===== config.mk =====
export PLATFORM = sky130hd
export DESIGN_NAME = t_chain_counter
export DESIGN_NICKNAME = d
export VERILOG_FILES = /design/src/rtl/t_chain_counter_pkg.sv /design/src/rtl/t_chain_counter_t_cell.sv /design/src/rtl/t_chain_counter.sv
export SDC_FILE = /design/constraint.sdc
export NUM_CORES = 1
export LEC_CHECK = 0
export BUFFER_PORTS_ARGS = -buffer_cell sky130_fd_sc_hd__buf_2
export CAP_MARGIN = 20
export CORE_UTILIZATION = 40
export DETAILED_ROUTE_END_ITERATION = 6
export REMOVE_ABC_BUFFERS = 1
export SLEW_MARGIN = 40
export SYNTH_ARGS = -nofsm -noshare
export SYNTH_HDL_FRONTEND = slang
export SYNTH_SLANG_ARGS = --single-unit

===== constraint.sdc =====
create_clock -name clk -period 4.67 [get_ports clk]
set_input_delay 0.467 -clock clk [delete_from_list [all_inputs] [get_ports clk]]
set_output_delay 0.467 -clock clk [all_outputs]
set_load 0.05 [all_outputs]

===== src/rtl/t_chain_counter_pkg.sv =====
// t_chain_pkg: shared constants, direction type and load clamp helper for t_chain_counter
package t_chain_pkg;
  localparam int T_CHAIN_MAX_WIDTH = 16;
  typedef enum logic {DIR_DOWN = 1'b0, DIR_UP = 1'b1} dir_e;
  function automatic logic [T_CHAIN_MAX_WIDTH-1:0] clamp_load(input logic [T_CHAIN_MAX_WIDTH-1:0] val, input int mod);
    logic [31:0] v;
    v = {16'd0, val};
    return (v < 32'(mod)) ? val : T_CHAIN_MAX_WIDTH'(mod - 1);
  endfunction
endpackage


===== src/rtl/t_chain_counter_t_cell.sv =====
// t_cell: single toggle flip-flop (clk, sync active-high rst, t -> q)
module t_cell (
  input  logic clk,
  input  logic rst,
  input  logic t,
  output logic q
);
  logic q_d, q_q;
  always_comb q_d = q_q ^ t;
  always_ff @(posedge clk)
    if (rst) q_q <= 1'b0;
    else     q_q <= q_d;
  assign q = q_q;
endmodule


===== src/rtl/t_chain_counter.sv =====
// t_chain_counter: up/down modulo counter of WIDTH t_cells driven by t_vec = q ^ next; define T_CHAIN_COUNTER_SAT_EN to saturate instead of wrap
module t_chain_counter
  import t_chain_pkg::*;
#(
  parameter int WIDTH = 4,
  parameter int MOD   = 10
) (
  input  logic             clk,
  input  logic             rst,
  input  logic             en,
  input  logic             up,
  input  logic             load,
  input  logic [WIDTH-1:0] load_val,
  output logic [WIDTH-1:0] q,
  output logic             tc,
  output logic             wrap
);
  localparam logic [WIDTH-1:0] LAST = WIDTH'(MOD - 1);
  dir_e dir;
  logic [WIDTH-1:0] inc, dec, load_d, nxt, t_vec;
  logic wrap_d, wrap_q;
  assign dir = dir_e'(up);
  assign tc  = en & (((dir == DIR_UP) & (q == LAST)) | ((dir == DIR_DOWN) & (q == '0)));
  always_comb begin
    load_d = WIDTH'(clamp_load(T_CHAIN_MAX_WIDTH'(load_val), MOD));
`ifdef T_CHAIN_COUNTER_SAT_EN
    inc    = (q >= LAST) ? LAST : q + WIDTH'(1);
    dec    = (q > LAST) ? LAST : (q == '0) ? '0 : q - WIDTH'(1);
    wrap_d = 1'b0;
`else
    inc    = (q >= LAST) ? '0 : q + WIDTH'(1);
    dec    = ((q == '0) || (q > LAST)) ? LAST : q - WIDTH'(1);
    wrap_d = tc & ~load;
`endif
    nxt    = load ? load_d : en ? ((dir == DIR_UP) ? inc : dec) : q;
    t_vec  = q ^ nxt;
  end
  for (genvar i = 0; i < WIDTH; i++) begin : g_cell
    t_cell u_cell (.clk(clk), .rst(rst), .t(t_vec[i]), .q(q[i]));
  end
  always_ff @(posedge clk)
    if (rst) wrap_q <= 1'b0;
    else     wrap_q <= wrap_d;
  assign wrap = wrap_q;
endmodule


Word level (Yosys, flattened, before mapping). Cells that the tools add are included. Widths: inputs -> output; s select.

Bits in registers: 5. Latch bits: 0. Bits in writable memories: 0. Bits in read-only memories: 0. Bits of input ports: 9. Output and inout port bits: 6. Word-level logic and storage cells: 31. Memories kept: 0.

$add $sub $neg: 2. $mul: 0. Divide/modulo/power cells: 0. $lt $le $gt $ge: 3. Eq/ne operators: 1. Shift-type cells: 0. Muxes and demuxes: 6. Bitwise logic cells: 12. Reduce and logical (&&, ||, !) cells: 2.

Operators by type and width (number): $mux 4 (6); $add 4x1->4 const B (1); $and 1x1->1 (4); $eq 4x4->1 const B (1); $ge 4x4->1 const B (1); $gt 4x4->1 const B (1); $logic_not 4->1 (1); $lt 4x4->1 const B (1); $sub 4x1->4 const B (1); $xor 1x1->1 (4); $xor 4x4->4 (1); $not 1->1 (2); $logic_or 1x1->1 (1); $or 1x1->1 (1).

Logic depth before layout (Yosys ltp).
Depth in word-level cells: 8. Gate-level depth with buffers: 6. Gate-level depth less buffers: 6.

By module. Synthesis repeated with hierarchy kept, for this count alone.

Cell total of the unflattened synthesis: 73. Area, all modules: 626.9 µm².

Modules (own cells, without submodules): t_chain_counter (instances 1, cells an instance 61, area each 496.7 µm², sequential area each 20.0 µm²); t_cell (instances 4, cells an instance 3, area each 32.5 µm², sequential area each 20.0 µm²).

Worst setup path before layout. No wires, ideal clock.

Kind: input -> output. From: input up. To: output tc. Data arrival time: 1.912 ns. Required time: 4.203 ns. Setup slack: 2.291 ns. Stages on the path: 4. Buffers on the path: 1. Cells stage by stage: buf_2 nor3b_1 a31oi_1 nor3_1.

Longest elaborated chain between the ends: 4. Elaborated cells between the ends (all ways): 5. Those cells by class: bitwise: 5.

RTL lines: from (decl) (line t_chain_counter.sv:11) `input logic up,`; $not 1->1 (line t_chain_counter.sv:23) `assign tc = en & (((dir == DIR_UP) & (q == LAST)) | ((dir == DIR_DOWN) & (q == '0)));`; $and 1x1->1 (line t_chain_counter.sv:23); $or 1x1->1 * (line t_chain_counter.sv:23); $and 1x1->1 * (line t_chain_counter.sv:23); to (decl) (line t_chain_counter.sv:15) `output logic tc,`.

Every way passes the cells marked *; elsewhere a longest branch is shown, timed or not.

Worst setup path after layout.
From: register g_cell[0].u_cell.q_q. To: output tc.

Longest elaborated chain between the ends: 4. Elaborated cells between the ends (all ways): 6. Those cells by class: eq/ne: 1; bitwise: 4; reduce/logical: 1.

RTL lines: from (decl) (line t_chain_counter_t_cell.sv:8) `logic q_d, q_q;`; from (signal assigned) (line t_chain_counter_t_cell.sv:12) `else q_q <= q_d;`; $eq 4x4->1 or $logic_not 4->1 (tied branches) (line t_chain_counter.sv:23); $and 1x1->1 (line t_chain_counter.sv:23); $or 1x1->1 * (line t_chain_counter.sv:23); $and 1x1->1 * (line t_chain_counter.sv:23).

Marked as above.

==> results.sh <==
export IMPL_maxSlewViolCount=0
export IMPL_combPwrFrac_pct=37.5
export IMPL_antenna_left=0
export IMPL_required_ns=4.20
export IMPL_grt_max_degree=14
export IMPL_postCtsSetupRepairBufs=0
export IMPL_ys_ff_latch=5
export IMPL_holdBufCountCts=0
export IMPL_syn_to_final_growth_pct=9.579
export IMPL_fin_skew_ns=0.006587
export IMPL_fmax_mhz=481.4
export IMPL_syn_cell_area_um2=535.5
export IMPL_drt_iter0_markers=22
export IMPL_netlist_area_leader_share_pct=18.69
export IMPL_leakage_nw=0.2653
export IMPL_drt_wl_total_um=1193
export IMPL_tightest_slew_ns=0.4477
export IMPL_worst_ep_arrival_time_ns=1.61
export IMPL_via_per_inst=5.633
export IMPL_yosysWarnings=0
export IMPL_netSwitchingFraction_pct=38.56
export IMPL_fin_nets=90
export IMPL_synth_common_cells="nor2_1 (6), buf_4 (5), dfxtp_1 (5), inv_1 (5), ha_1 (4)"
export IMPL_firstDrtPassIters=4
export IMPL_synth_edff_count=0
export IMPL_cts_repair_resized=0
export IMPL_slowest_stage="dfxtp_1"
export IMPL_fin_crit_sh_pct=44.48
export IMPL_antenna_found_initial=0
export IMPL_crit_path_max_incr_delay_ns=0.46
export IMPL_p_switching_mw=0.06417
export IMPL_worstSetupStartpointType="register"
export IMPL_critPathKind="register to output pin"
export IMPL_place_congestion=0.6924
export IMPL_drc=0
export IMPL_p_int_mw=0.1022
export IMPL_core_um2=1171
export IMPL_path_clk_slew_ns=0.05
export IMPL_numCtsBuffers=3
export IMPL_clock_path_buffers=2
export IMPL_synthTopCellsByArea="dfxtp_1 (19%), ha_1 (9.3%), buf_4 (7.0%)"
export IMPL_num_antenna_cells=0
export IMPL_status="completed"
export IMPL_initial_utilization_pct=45.73
export IMPL_io_pins=15
export IMPL_vias=507
export IMPL_cts_sinks=5
export IMPL_yosysMostFrequentCell="nor2_1"
export IMPL_peakVddDrop_mv=0.1813
export IMPL_cts_root_buffer="clkbuf_4"
export IMPL_synth_distinct_cells=36
export IMPL_finalSetupViolCount=0
export IMPL_syn_avg_cell_area_um2=7.993
export IMPL_fp_dieW_um=38.59
export IMPL_p_clk_share_pct=30.7
export IMPL_wl_per_cell_um=13.26
export IMPL_maxCapViolCount=0
export IMPL_finalSetupTns_ns=0
export IMPL_crit_chain="inv_1 > ha_1 > nor3b_1 > a31oi_1 > nor3_1 > buf_2"
export IMPL_cts_tree="built"
export IMPL_synth_top_cell_by_area="dfxtp_1"
export IMPL_hold_violations=0
export IMPL_synthCells=67
export IMPL_dp_hpwl_um=873.3
export IMPL_grt_use_total_pct=19.64
export IMPL_drive_gt1_share_pct=32.89
export IMPL_overflow=0
export IMPL_rsz0062_at_grt="no"
export IMPL_die_area_um2=1489
export IMPL_ys_seq_area_share_pct=18.69
export IMPL_sequentialPowerShare_pct=31.9
export IMPL_htree_levels=1
export IMPL_worstSkewPairLatency_ns=0.25
export IMPL_numPortBuffers=14
export IMPL_fp_row_count=12
export IMPL_slew_limit_headroom_pct=70.11
export IMPL_synthFlopType="dfxtp_1"
export IMPL_power_mw=0.1664
export IMPL_fin_crit_ns=2.077
export IMPL_ys_async_sr_fraction_pct=0
export IMPL_min_path_type="input pin to register"
export IMPL_powerDensity_nw_per_um2=283.6
export IMPL_cp_end_kind="output pin"
export IMPL_grt_pass1_wl_um=1938
export IMPL_first_global_vias=452
export IMPL_die_h_um=38.59
export IMPL_cp_max_fo=8
export IMPL_final_util_pct=50.11
area by class of cell:
type / count / area [um^2]
fillers: 124 / 584.3
multi-input cells: 47 / 350.3
flip-flops and latches: 5 / 100.1
repair buffers: 14 / 70.07
clock buffers: 4 / 26.28
inverters: 6 / 22.52
well taps: 14 / 17.52
layout by cell type, fill, tap and decap left out, types with 2 or more instances in the layout:
master    netlist  routed
a21oi_2         2       2
a31oi_1         3       3
buf_2           2      14
clkbuf_4        0       3
dfxtp_1         5       5
ha_1            4       4
inv_1           5       5
nand2b_1        2       2
nor2_1          6       6
nor2b_1         2       2
nor3_1          3       3
nor3b_1         2       2
o21ai_0         3       3
metrics by stage:
step,instances,cell area (um^2),setup slack [ns],hold WS [ns]
final,90,586.8,2.593,0.4627
after global routing,90,586.8,2.421,0.4530
after CTS,90,586.8,2.582,0.4564
after detailed placement,86,560.5,2.837,0.6911
after global placement,86,560.5,2.868,0.6787
after floorplan,58,473.0,1.970,0.5380
power by group through the flow:
stage               sequential (mW)  clock (mW)  combinational (mW)
floorplan                    0.0627           0              0.0350
global route                 0.0542      0.0564              0.0675
finish                       0.0530      0.0510              0.0623
detailed placement           0.0540           0              0.0618
global placement             0.0538           0              0.0620
CTS                          0.0531      0.0520              0.0622
state kept, by name, summed over array words and instances, names as in the netlist:
register,count
wrap,1
g_cell.u_cell.q,4
logic make-up (layout without fill, tap and decap cells):
family | count (synthesis) | in the layout | synth area share, %
adder cells (fa/ha/maj) | 4 | 4 | 9.346
multiplexers | 1 | 1 | 1.869
AND/OR/NAND/NOR | 24 | 24 | 28.27
buffers and inverters | 15 | 24 | 15.89
AO/OA/AOI/OAI | 18 | 18 | 25.94
flip-flops | 5 | 5 | 18.69
worst paths after layout:
check,from,to,slack (ns),depth (start not counted)
hold reg to reg,g_cell[1].u_cell.q$_SDFF_PP0_,g_cell[1].u_cell.q$_SDFF_PP0_,0.70,4
setup / recovery,g_cell[0].u_cell.q$_SDFF_PP0_,tc,2.59,6
setup reg to reg,g_cell[1].u_cell.q$_SDFF_PP0_,g_cell[1].u_cell.q$_SDFF_PP0_,2.99,6
hold / removal,rst,g_cell[3].u_cell.q$_SDFF_PP0_,0.46,2
metal layers:
metal	share of wire [%]	GRT usage, %
met1	49	24.48
met2	46	30.42
met3	5.1	10.40
met4	0	2.586
met5	0	0
worst max-delay path, delay by kind of cell, from the launching register on:
kind                     cells  cell delay, ns
AND/OR/NAND/NOR              2            0.20
buffers and inverters        2            0.33
adder cells (fa/ha/maj)      1            0.21
flip-flops                   1            0.46
AO/OA/AOI/OAI                1            0.16
(Power assumes the default switching activity.)
